File: src/rtl/rf_wr_arb.sv
// Two-requester register-file write arbiter with registered grant/write outputs.
// Define RF_ARB_RR_EN for round-robin arbitration; undefined gives fixed priority (requester 0 wins).
module rf_wr_arb (
  input  logic       clk,
  input  logic       clr,
  input  logic       req0,
  input  logic       req1,
  input  logic [2:0] wsel0,
  input  logic [2:0] wsel1,
  input  logic [7:0] d0,
  input  logic [7:0] d1,
  output logic       gnt0,
  output logic       gnt1,
  output logic       rf_wen,
  output logic [2:0] rf_wsel,
  output logic [7:0] rf_d,
  output logic [7:0] vmask,
  output logic [7:0] wr_cnt
);

  logic       gnt0_q, gnt0_d;
  logic       gnt1_q, gnt1_d;
  logic       wen_q, wen_d;
  logic [2:0] wsel_q, wsel_d;
  logic [7:0] data_q, data_d;
  logic [7:0] vmask_q, vmask_d;
  logic [7:0] cnt_q, cnt_d;

`ifdef RF_ARB_RR_EN
  typedef enum logic {PRIO_R0 = 1'b0, PRIO_R1 = 1'b1} prio_e;
  prio_e prio_q, prio_d;
`endif

  always_comb begin
    gnt0_d = 1'b0;
    gnt1_d = 1'b0;
`ifdef RF_ARB_RR_EN
    prio_d = prio_q;
    if (req0 && (!req1 || prio_q == PRIO_R0)) begin
      gnt0_d = 1'b1;
    end else if (req1) begin
      gnt1_d = 1'b1;
    end
    // Pointer moves to the other requester after every grant.
    if (gnt0_d) begin
      prio_d = PRIO_R1;
    end else if (gnt1_d) begin
      prio_d = PRIO_R0;
    end
`else
    if (req0) begin
      gnt0_d = 1'b1;
    end else if (req1) begin
      gnt1_d = 1'b1;
    end
`endif
    wen_d  = gnt0_d | gnt1_d;
    wsel_d = wsel_q;
    data_d = data_q;
    if (gnt0_d) begin
      wsel_d = wsel0;
      data_d = d0;
    end else if (gnt1_d) begin
      wsel_d = wsel1;
      data_d = d1;
    end
    vmask_d = vmask_q;
    if (wen_d) begin
      vmask_d[wsel_d] = 1'b1;
    end
    cnt_d = wen_d ? cnt_q + 8'd1 : cnt_q;
  end

  always_ff @(posedge clk or posedge clr) begin
    if (clr) begin
      gnt0_q  <= 1'b0;
      gnt1_q  <= 1'b0;
      wen_q   <= 1'b0;
      wsel_q  <= '0;
      data_q  <= '0;
      vmask_q <= '0;
      cnt_q   <= '0;
`ifdef RF_ARB_RR_EN
      prio_q  <= PRIO_R0;
`endif
    end else begin
      gnt0_q  <= gnt0_d;
      gnt1_q  <= gnt1_d;
      wen_q   <= wen_d;
      wsel_q  <= wsel_d;
      data_q  <= data_d;
      vmask_q <= vmask_d;
      cnt_q   <= cnt_d;
`ifdef RF_ARB_RR_EN
      prio_q  <= prio_d;
`endif
    end
  end

  assign gnt0    = gnt0_q;
  assign gnt1    = gnt1_q;
  assign rf_wen  = wen_q;
  assign rf_wsel = wsel_q;
  assign rf_d    = data_q;
  assign vmask   = vmask_q;
  assign wr_cnt  = cnt_q;

endmodule

File: config.mk
export PLATFORM = sky130hd
export DESIGN_NAME = rf_wr_arb
export DESIGN_NICKNAME = d
export VERILOG_FILES = /design/src/rtl/rf_wr_arb.sv
export SDC_FILE = /design/constraint.sdc
export NUM_CORES = 1
export LEC_CHECK = 0
export CAP_MARGIN = 15
export CORE_MARGIN = 8
export CORE_UTILIZATION = 44
export DETAILED_ROUTE_END_ITERATION = 7
export PLACE_DENSITY = 0.83
export SKIP_LAST_GASP = 1
export SYNTH_ARGS = -nofsm -noshare
export SYNTH_HDL_FRONTEND = slang
export SYNTH_SLANG_ARGS = --single-unit
export TNS_END_PERCENT = 50
File: constraint.sdc
create_clock -name clk -period 3.1 [get_ports clk]
set_clock_uncertainty 0.15 [all_clocks]
set_input_delay 0.465 -clock clk [delete_from_list [all_inputs] [get_ports clk]]
set_output_delay 0.465 -clock clk [all_outputs]
set_load 0.02 [all_outputs]
# Word-level counts from Yosys, hierarchy flattened
# Index checks and enable logic that the tools add are counted.
[word_totals]
out_inout_bits = 30
register_bits = 30
input_bits = 26
[classes]
magnitude_cmp = 2
bitwise_logic = 2
muxes = 9
add_sub_neg = 1
reduce_logical = 2
[ops]
columns = ["cell", "count"]
rows = [
  ["$mux W8", 2],
  ["$add A8 B1 Y8 const B", 1],
  ["$or A8 B8 Y8", 1],
  ["$mux W3", 2],
  ["$lt A3 B4 Y1 const B", 1],
  ["$mux W1", 4],
  ["$demux W1 S3", 1],
  ["$ge A3 B1 Y1 const B", 1],
  ["$reduce_bool A2 Y1", 1],
  ["$logic_and A1 B1 Y1", 1],
  ["$or A1 B1 Y1", 1],
]

# Depth between registers and ports, before layout
# Gate-level depths: netlist of the first run.
[depth]
word_depth = 9
mapped_depth = 5
ltp_nobuf = 4

# Least setup slack after synthesis of the first run
# OpenSTA, ideal clock, no wires.
[synth_path]
path_type = "input -> register"
from = "input port req1"
to = "register vmask_q[7], in the netlist vmask[7]"
path_stages = 5
t_arrival_ns = 1.136
n_path_buf = 1
path_slack_ns = 1.696
setup_ns = 0.118
path_cell_list = "buf_4 > mux2i_1 > o21a_2 > inv_2 > a21o_1"
[synth_via]
elab_chain_cells = 9
[synth_lines]
columns = ["item", "line_no", "source"]
rows = [
  ["start: declaration", "7", "input logic req1,"],
  ["$mux W1 (*)", "53", "end else if (req1) begin"],
  ["$mux W1 (*)", "51", "if (req0) begin"],
  ["$mux W3 (*)", "63", "end else if (gnt1_d) begin"],
  ["$mux W3 (*)", "60", "if (gnt0_d) begin"],
  ["via wsel_d[2]", "24", "logic [2:0] wsel_q, wsel_d;"],
  ["$lt A3 B4 Y1 (implied by the code) / $ge A3 B1 Y1 (equally long branches)", "69", "vmask_d[wsel_d] = 1'b1;"],
  ["$logic_and A1 B1 Y1 (implied by the code)", "69", ""],
  ["$mux W1 (implied by the code)", "69", ""],
  ["$demux W1 S3 (*)", "69", ""],
  ["$or A8 B8 Y8 (no line) (*)", "-", ""],
  ["end signal: assignment", "92", "vmask_q <= vmask_d;"],
  ["end: declaration", "26", "logic [7:0] vmask_q, vmask_d;"],
]
# Mark *: on every way through the listed nets, which the timed path passes. The rest lies on a longest branch.
# A chain may end at the register's enable or synchronous reset.

# Worst setup path in the final report of the first run
[layout_path]
from = "input port req0"
to = "register cnt_q[7], in the netlist wr_cnt[7]"
[layout_via]
elab_chain_cells = 2
[layout_lines]
columns = ["item", "line_no", "source"]
rows = [
  ["start: declaration", "6", "input logic req0,"],
  ["$mux W1", "51", ""],
  ["$or A1 B1 Y1 (*)", "57", "wen_d = gnt0_d | gnt1_d;"],
  ["end signal: assignment", "93", "cnt_q <= cnt_d;"],
  ["end: declaration", "27", "logic [7:0] cnt_q, cnt_d;"],
]
# Mark *: on every way between the ends. The rest lies on a longest branch, timed or not.

==> results.txt, run 1 <==
- For this configuration, the core starts out at a cell density of 0.4660.
* Top area cells in the synthesized netlist: sky130_fd_sc_hd__dfrtp_1 58%, sky130_fd_sc_hd__mux2i_1 7.8%, sky130_fd_sc_hd__o21ai_0 3.5%, sky130_fd_sc_hd__nand2_1 3.5%, sky130_fd_sc_hd__o21bai_1 3.5%
- Number of cells traversed by the worst hold path: 1
- Data arrival time at the worst-slack endpoint: 2.17 ns
- Summed over all failing endpoints, the final setup total negative slack is 0 ns.
- In this run the core area contains 19 standard-cell rows.
- ANT nets after route: 0
- Reg-to-reg setup timing slack: between 1.5 and 2 ns
* Main combinational cell family by area after synthesis: compound AO/OA/AOI/OAI gates
* Cell area after placement: between 1500 and 2000 um2
* Crit share post-route: 0.6671
* Number of buffers inserted by post-CTS setup repair: 0
- Data on the critical path is required at its endpoint by approximately 3.2 ns.
- Final hold analysis gives a worst-case slack of 0.3217 ns.
- Of the total synthesized cell area, the portion taken by XOR and XNOR cells is 0.04771.
- Entering global routing, the biggest net connects 31 pins.
- Final Slew Violations: 0
* Most frequent cell after synthesis: sky130_fd_sc_hd__dfrtp_1
- Origin of the critical flop-to-flop path: rf_wsel[1]$_DFF_PP0_
- The die is 70.04 um tall.
- Num ports: 56
- Dividing total power by cell area gives a power density of 595.9 nW/um2.
- The first global-routing pass estimated 5775 um of wire.
- After detailed routing, the total wire length is 3446 um.
- Hold-fix buffers at CTS: 0
- Max-cap violations in this run came to 0.
- The clock drives 30 sinks.
* CTS tree: done
- From synthesis to final layout, the design area changed by 49.56%.
* Die X-Extent: about 70 um
- The area fraction in compound gates after synthesis was 0.1315.
- For this design the static power due to leakage is 0.8156 nW.
- Mean instance size in the synthesized netlist: ~12 um2
- In this run the cell area of the synthesized design comes to around 1300 um2.
* Critical path type: in2reg
- Diodes inserted: 0
- Area share of the largest cell type after synthesis: 0.5842
- Of the total synthesized cell area, the portion taken by AND, OR, NAND and NOR gates is 0.1042.
- Summing internal, switching and leakage power gives 1.145 mW.
* Synthesis warning total: 0
- HP Start: vmask[7]$_DFFE_PP0P_
- Via count normalized by instance count: 5.226
* Worst rel slew slack: 0.5514
- Antenna violations before repair: 0
* GRT Util Overall: 0.1466
* Placer's final routability congestion estimate: 0.7304
- The count of final hold-check violations is 0.
- Die footprint: 4906 um2
* Post-route DRC violation count: 0
- Core box area: between 2000 and 3000 um2
* Type of destination of the critical path: register
- Average detailed-routed wire length per instance: ~17 um
- Maximum buffer depth of the clock tree: 2
* Cell type with the largest total area after synthesis: sky130_fd_sc_hd__dfrtp_1
- Of the total synthesized cell area, the portion taken by full adders, half adders and majority gates is 0.009737.
* Hpwl dp: between 2000 and 3000 um
- GRT overflow: 0
- Of the synthesized area, sequential elements account for 0.5842.
- Commonest cells in the synthesized netlist: 30 x sky130_fd_sc_hd__dfrtp_1, 12 x sky130_fd_sc_hd__nand2_1, 10 x sky130_fd_sc_hd__mux2i_1, 9 x sky130_fd_sc_hd__o21ai_0, 6 x sky130_fd_sc_hd__o21bai_1
* Number of nets in the final layout: 194
* Fraction of final layout cells sized beyond drive strength 1: 0.09524
- Buffers inserted during clock tree synthesis total 5.
* Post-synthesis async set-or-reset flop share: 1.000
- Setup violations remaining at the end of the flow were counted as 0.
- Synthesis handed over a netlist of between 100 and 150 instances.
* Via total after detailed routing: around 1000
- Of the post-synthesis cell area, the part taken by muxes is 0.08666.
- For hold timing, the worst endpoint is vmask[7]$_DFFE_PP0P_.
- Outcome: finished clean
- After clock tree synthesis, the clock-pin slew on the worst setup and hold paths is about 0.080 ns.
* Net count of the mapped netlist: 134
- With fillers left out, the area of the finished cells amounts to 1922 um2.
* Top fanout value on the critical path: 21
* H-tree lvl count: 2
- The min-delay analysis places its worst path in the category reg2reg.
* DR iter-0 viols: 77
* Final critical delay including setup and external delays: 2.068 ns
- Clock root buffer master: sky130_fd_sc_hd__clkbuf_4
- Worst slew pin tran: approximately 0.67 ns
- Synth cell types: 32
* Reg-to-reg endpoint: vmask[4]$_DFFE_PP0P_
- Port Buffers: 55
* RSZ-0062 raised after global routing: false
* Count of state elements after synthesis: 30
- The number of gates resized after CTS was 0.
- Filler cells: 213
- Element type at the critical path start: primary input
- Counting cells, the worst reg-to-reg path comes to 3.
* Detailed-router iteration count before antenna repair: 4
* Number of enable-type register cells in the synthesized netlist: 0
* Most frequently used flop master after synthesis: sky130_fd_sc_hd__dfrtp_1
- The number of global-route vias before repair is roughly 1100.
- Worst-Skew Late Latency: 0.33 ns
- The worst-case IR drop observed on VDD is 0.0005230 V.
- Static timing analysis puts the maximum clock frequency at 483.6 MHz.
[where the power goes]
part,switching (mW),internal (mW)
clock network,0.126,0.110
logic,0.181,0.202
registers,0.0730,0.454
[cells in the final DEF, fill, tap and decap left out, types with 2 or more instances in the layout]
master,instances
sky130_fd_sc_hd__nand4_1,3
sky130_fd_sc_hd__o221ai_1,2
sky130_fd_sc_hd__clkdlybuf4s50_1,55
sky130_fd_sc_hd__o21ai_0,9
sky130_fd_sc_hd__nor2b_1,2
sky130_fd_sc_hd__nand2_1,12
sky130_fd_sc_hd__buf_4,3
sky130_fd_sc_hd__dfrtp_1,30
sky130_fd_sc_hd__inv_2,2
sky130_fd_sc_hd__xnor2_1,5
sky130_fd_sc_hd__a21o_1,2
sky130_fd_sc_hd__mux2i_1,10
sky130_fd_sc_hd__nor2_1,2
sky130_fd_sc_hd__o21bai_1,6
sky130_fd_sc_hd__xor2_1,2
sky130_fd_sc_hd__clkbuf_4,5
[logic make-up (layout without fill, tap and decap cells)]
family / count (synthesis) / count (layout)
compound gates: 24 / 24
buf+inv: 8 / 69
flops: 30 / 30
xor+xnor: 7 / 7
fa+ha+maj: 1 / 1
mux: 11 / 11
simple gates: 26 / 26
[sequential cells by signal, indices dropped and copies added (netlist names)]
name and cells:
wr_cnt 8, gnt0 1, rf_wen 1, gnt1 1, rf_d 8, vmask 8
rf_wsel 3
[per-layer routing]
| metal | wire length, um | GRT usage |
|---|---|---|
| met3 | 267 | 0.07203 |
| met4 | 53 | 0.04911 |
| met2 | 1609 | 0.2223 |
| met1 | 1516 | 0.1761 |
| met5 | 0 | 0 |
[cell type report]
cell class,count,area [um2],share of cell area
repair buffers,58,573.1,0.2982
inverters,3,11.26,0.005859
clock buffers,7,55.05,0.02865
multi-input cells,69,488.0,0.2539
flip-flops and latches,30,750.7,0.3906
clock inverters,1,5.005,0.002604
well taps,31,38.79,0.02018
[worst max path at each step]
stage,from,end
finish,req0,wr_cnt[7]$_DFFE_PP0P_
global route,req0,wr_cnt[7]$_DFFE_PP0P_
CTS,wr_cnt[3]$_DFFE_PP0P_,wr_cnt[3]
detailed placement,req0,wr_cnt[7]$_DFFE_PP0P_
global placement,req0,wr_cnt[5]$_DFFE_PP0P_
floorplan,req1,vmask[7]$_DFFE_PP0P_
[critical path, cell delays in order]
cell                              delay, ns
sky130_fd_sc_hd__clkdlybuf4s50_1       0.90
sky130_fd_sc_hd__buf_4                 0.29
sky130_fd_sc_hd__o2111ai_2             0.18
sky130_fd_sc_hd__nor2_1                0.17
sky130_fd_sc_hd__xor2_1                0.16
[stage by stage]
step,setup WS (ns),std cells,util
2_1_floorplan,1.696,107,-
3_3_place_gp,0.8359,191,0.6751
3_5_place_dp,0.6796,191,0.6751
4_1_cts,1.041,199,0.6969
5_1_grt,0.8905,199,0.6969
6_report,1.032,199,0.6969
Note: power is estimated with default switching activity, not from simulation.
==> inputs of run 2 (changes only) <==
--- a/config.mk
+++ b/config.mk
@@ -7,9 +7,9 @@
 export LEC_CHECK = 0
 export CAP_MARGIN = 15
 export CORE_MARGIN = 8
-export CORE_UTILIZATION = 44
+export CORE_UTILIZATION = 37
 export DETAILED_ROUTE_END_ITERATION = 7
-export PLACE_DENSITY = 0.83
+export PLACE_DENSITY = 0.75
 export SKIP_LAST_GASP = 1
 export SYNTH_ARGS = -nofsm -noshare
 export SYNTH_HDL_FRONTEND = slang
==> constraint.sdc (replaced) <==
create_clock -name clk -period 1.7 [get_ports clk]
set_clock_uncertainty 0.15 [all_clocks]
set_input_delay 0.255 -clock clk [delete_from_list [all_inputs] [get_ports clk]]
set_output_delay 0.255 -clock clk [all_outputs]
set_load 0.02 [all_outputs]
==> run 2 against run 1 <==
The flow now finishes with violations (setup timing). Routed wire length is 2.8% higher. Sequential cell count stayed put. Combinational power is 86% higher. Setup slack worse by 1.0 ns. Sequential power is 77% higher. Via count is 4.2% higher. Largest cell class unchanged.
==> results.txt, run 2 (synthesized netlist as in run 1, its figures left out) <==
- Worst-Skew Late Latency: 0.33 ns (about the same)
* Number of maximum-capacitance violations: 0 (unchanged)
- Final Slew Violations: 0 (unchanged)
* GRT overflow: 0 (unchanged)
* Initial Util: 0.3851 (was 0.4660)
- The endpoint kind of the worst setup timing path is an output port (was register).
- The routed design could run at a clock period as short as 1.706 ns.
* DR iter-0 viols: 60 (was 77)
- Clock root buffer master: sky130_fd_sc_hd__clkbuf_4 (unchanged)
- The least setup slack across all paths after layout is -0.005656 ns (was 1.032 ns).
- The pin count of the biggest net entering global routing is 21 (was 31).
* Buffers & Inverters on Critical Path: 1 (was 2)
- ANT nets after route: 0 (unchanged)
* Total number of clock tree sinks: 30 (unchanged)
- The total wirelength of the detailed-routed design is 3544 um (was 3446 um).
- Outcome: finished with violations (was finished clean).
* Crit-path leading delay family: buffers and inverters (unchanged)
* Clock-pin slew reported for the worst setup and hold paths after clock tree synthesis: 0.10 ns (was 0.08 ns)
- Relative area change from synthesis to final layout: 56.18% (was 49.56%)
- Largest voltage drop on the vdd net: 0.0009080 V (was 0.0005230 V)
- The slew at the pin with the worst max-slew slack came to 0.2955 ns (was 0.6708 ns).
* Leading cell types in the layout, fill and taps excluded: 33 x sky130_fd_sc_hd__clkdlybuf4s50_1, 30 x sky130_fd_sc_hd__dfrtp_1, 14 x sky130_fd_sc_hd__dlygate4sd2_1, 12 x sky130_fd_sc_hd__nand2_1, 11 x sky130_fd_sc_hd__buf_4 (was 55 x sky130_fd_sc_hd__clkdlybuf4s50_1, 30 x sky130_fd_sc_hd__dfrtp_1, 12 x sky130_fd_sc_hd__nand2_1, 10 x sky130_fd_sc_hd__mux2i_1, 9 x sky130_fd_sc_hd__o21ai_0)
- Violated checks: setup timing
- H-tree lvl count: 2 (unchanged)
* Hpwl dp: 2766 um (was 2688 um)
- The worst reg-to-reg path cell count came to 2 (was 3).
- The static leakage was 0.9086 nW (was 0.8156 nW).
- The overall die area came to 5615 um2 (was 4906 um2).
- Crit path cell chain: clkdlybuf4s50_1 (was clkdlybuf4s50_1 > buf_4 > o2111ai_2 > nor2_1 > xor2_1).
- The overall track demand over capacity in global routing is 0.1336 (was 0.1466).
- The data arrival time of the worst path is 1.30 ns (was 2.17 ns).
- Worst rel slew slack: 0.8003 (was 0.5514)
- Worst hold-check path type: in2async (was reg2reg)
- Fraction of final layout cells sized beyond drive strength 1: 0.1420 (was 0.09524)
- Detailed-router iteration count before antenna repair: 4 (unchanged)
- The number of global-route vias before repair is 1172 (was 1134).
- Core box area: 3337 um2 (was 2758 um2)
* Antenna violations before repair: 0 (unchanged)
- Finish-stage setup viols: 2 (was 0)
- The number of buffers created by CTS is 5 (unchanged).
- Critical path type: reg2out (was in2reg)
* Maximum buffer depth of the clock tree: 2 (unchanged)
- Num ports: 56 (unchanged)
- Stage delay of the slowest cell on the critical path: 0.62 ns (was 0.90 ns)
- Number of cells on the critical path: 1 (was 5)
* Number of rows created at floorplan: 21 (was 19)
- Based on the critical path, the design can be clocked at up to 586.3 MHz.
- Worst hold margin: 0.06046 ns (was 0.3217 ns)
- The count of inserted antenna diode cells came to 0 (unchanged).
- Hold violation total from the final report: 0 (unchanged)
- Data required time at the worst endpoint: 1.29 ns (was 3.20 ns)
* Accumulated negative setup slack: -0.007859 ns (was 0 ns)
- The DRC violations left was 0 (unchanged).
- The die boundary height came to 74.93 um (was 70.04 um).
- RSZ-0062 raised after global routing: true (was false).
- Top fanout value on the critical path: 2 (was 21)
- The commonest non-fill, non-tap cell in the layout is sky130_fd_sc_hd__clkdlybuf4s50_1 (unchanged).
- The cell with the largest stage delay on the worst path is sky130_fd_sc_hd__clkdlybuf4s50_1 (unchanged).
* Port Buffers: 55 (unchanged)
* Number of nets in the final layout: 202 (was 194)
- Power density over the cells: 1045 nW/um2 (was 595.9 nW/um2)
- Via total after detailed routing: 1084 (was 1040)
* Via count normalized by instance count: 4.883 (was 5.226)
- Element type at the critical path start: register (was primary input)
- Die X-Extent: 74.93 um (was 70.04 um)
- The clock tree from TritonCTS is done (unchanged).
- The wire length of the first global-routing pass is 5623 um (was 5775 um).
* Average detailed-routed wire length per instance: 15.96 um (was 17.32 um)
* Placer's final routability congestion estimate: 0.9278 (was 0.7304)
- Of the available clock period, the critical path in the final layout requires 1.003.
==> run 2: worst reg2reg max path, stage by stage (launching register included) <==
cell	delay, ns
sky130_fd_sc_hd__dfrtp_1	0.45
sky130_fd_sc_hd__ha_1	0.32
sky130_fd_sc_hd__mux2_2	0.26
==> run 2: final timing paths <==
kind	startpoint	endpoint	slack, ns
worst max-delay path	rf_d[6]$_DFFE_PP0P_	rf_d[6]	-0.006
min in group clk	vmask[3]$_DFFE_PP0P_	vmask[3]$_DFFE_PP0P_	0.33
worst min-delay path	clr	gnt1$_DFF_PP0_	0.06
max in group asynchronous	clr	rf_wsel[1]$_DFF_PP0_	1.06
worst min register to register	vmask[3]$_DFFE_PP0P_	vmask[3]$_DFFE_PP0P_	0.33
worst max register to register	wr_cnt[0]$_DFFE_PP0P_	wr_cnt[1]$_DFFE_PP0P_	0.42
==> run 2: final cells by class <==
class | instances | area (um2)
clock buffers | 6 | 51.30
clock inverters | 2 | 12.51
fillers | 312 | 1330
inverters | 3 | 11.26
multi-input cells | 69 | 488.0
flip-flops and latches | 30 | 750.7
well taps | 46 | 57.56
repair buffers | 66 | 635.6
==> run 2: report_power, final <==
| part | internal [mW] | leakage [nW] | switching (mW) |
|---|---|---|---|
| sequential | 0.828 | 0.336 | 0.104 |
| clock | 0.199 | 0.0343 | 0.253 |
| combinational | 0.346 | 0.538 | 0.367 |
| total | 1.37 | 0.909 | 0.723 |
==> run 2: per-stage QoR <==
step | power (mW) | worst slack (ns) | utilization | cell area [um2] | instances
6_report | 2.096 | -0.005656 | 0.6014 | 2007 | 222
5_1_grt | 2.236 | -0.06667 | 0.6014 | 2007 | 222
4_1_cts | 2.137 | -0.03203 | 0.5954 | 1987 | 222
3_5_place_dp | 1.733 | -0.1808 | 0.5816 | 1941 | 214
3_3_place_gp | 1.704 | -0.07746 | 0.5816 | 1941 | 214
2_1_floorplan | 1.314 | 0.3940 | - | 1285 | 107
==> run 2: what timing repair did <==
action                     CTS  global route
resized for setup           14             8
hold buffers                 0             0
setup endpoints to repair   28            16
buffers inserted             0             0
==> run 2: routing by layer <==
layer / part of all wire / global-route usage
met1: 0.41 / 0.1489
met2: 0.50 / 0.2188
met3: 0.069 / 0.04927
met4: 0.020 / 0.06522
met5: 0 / 0
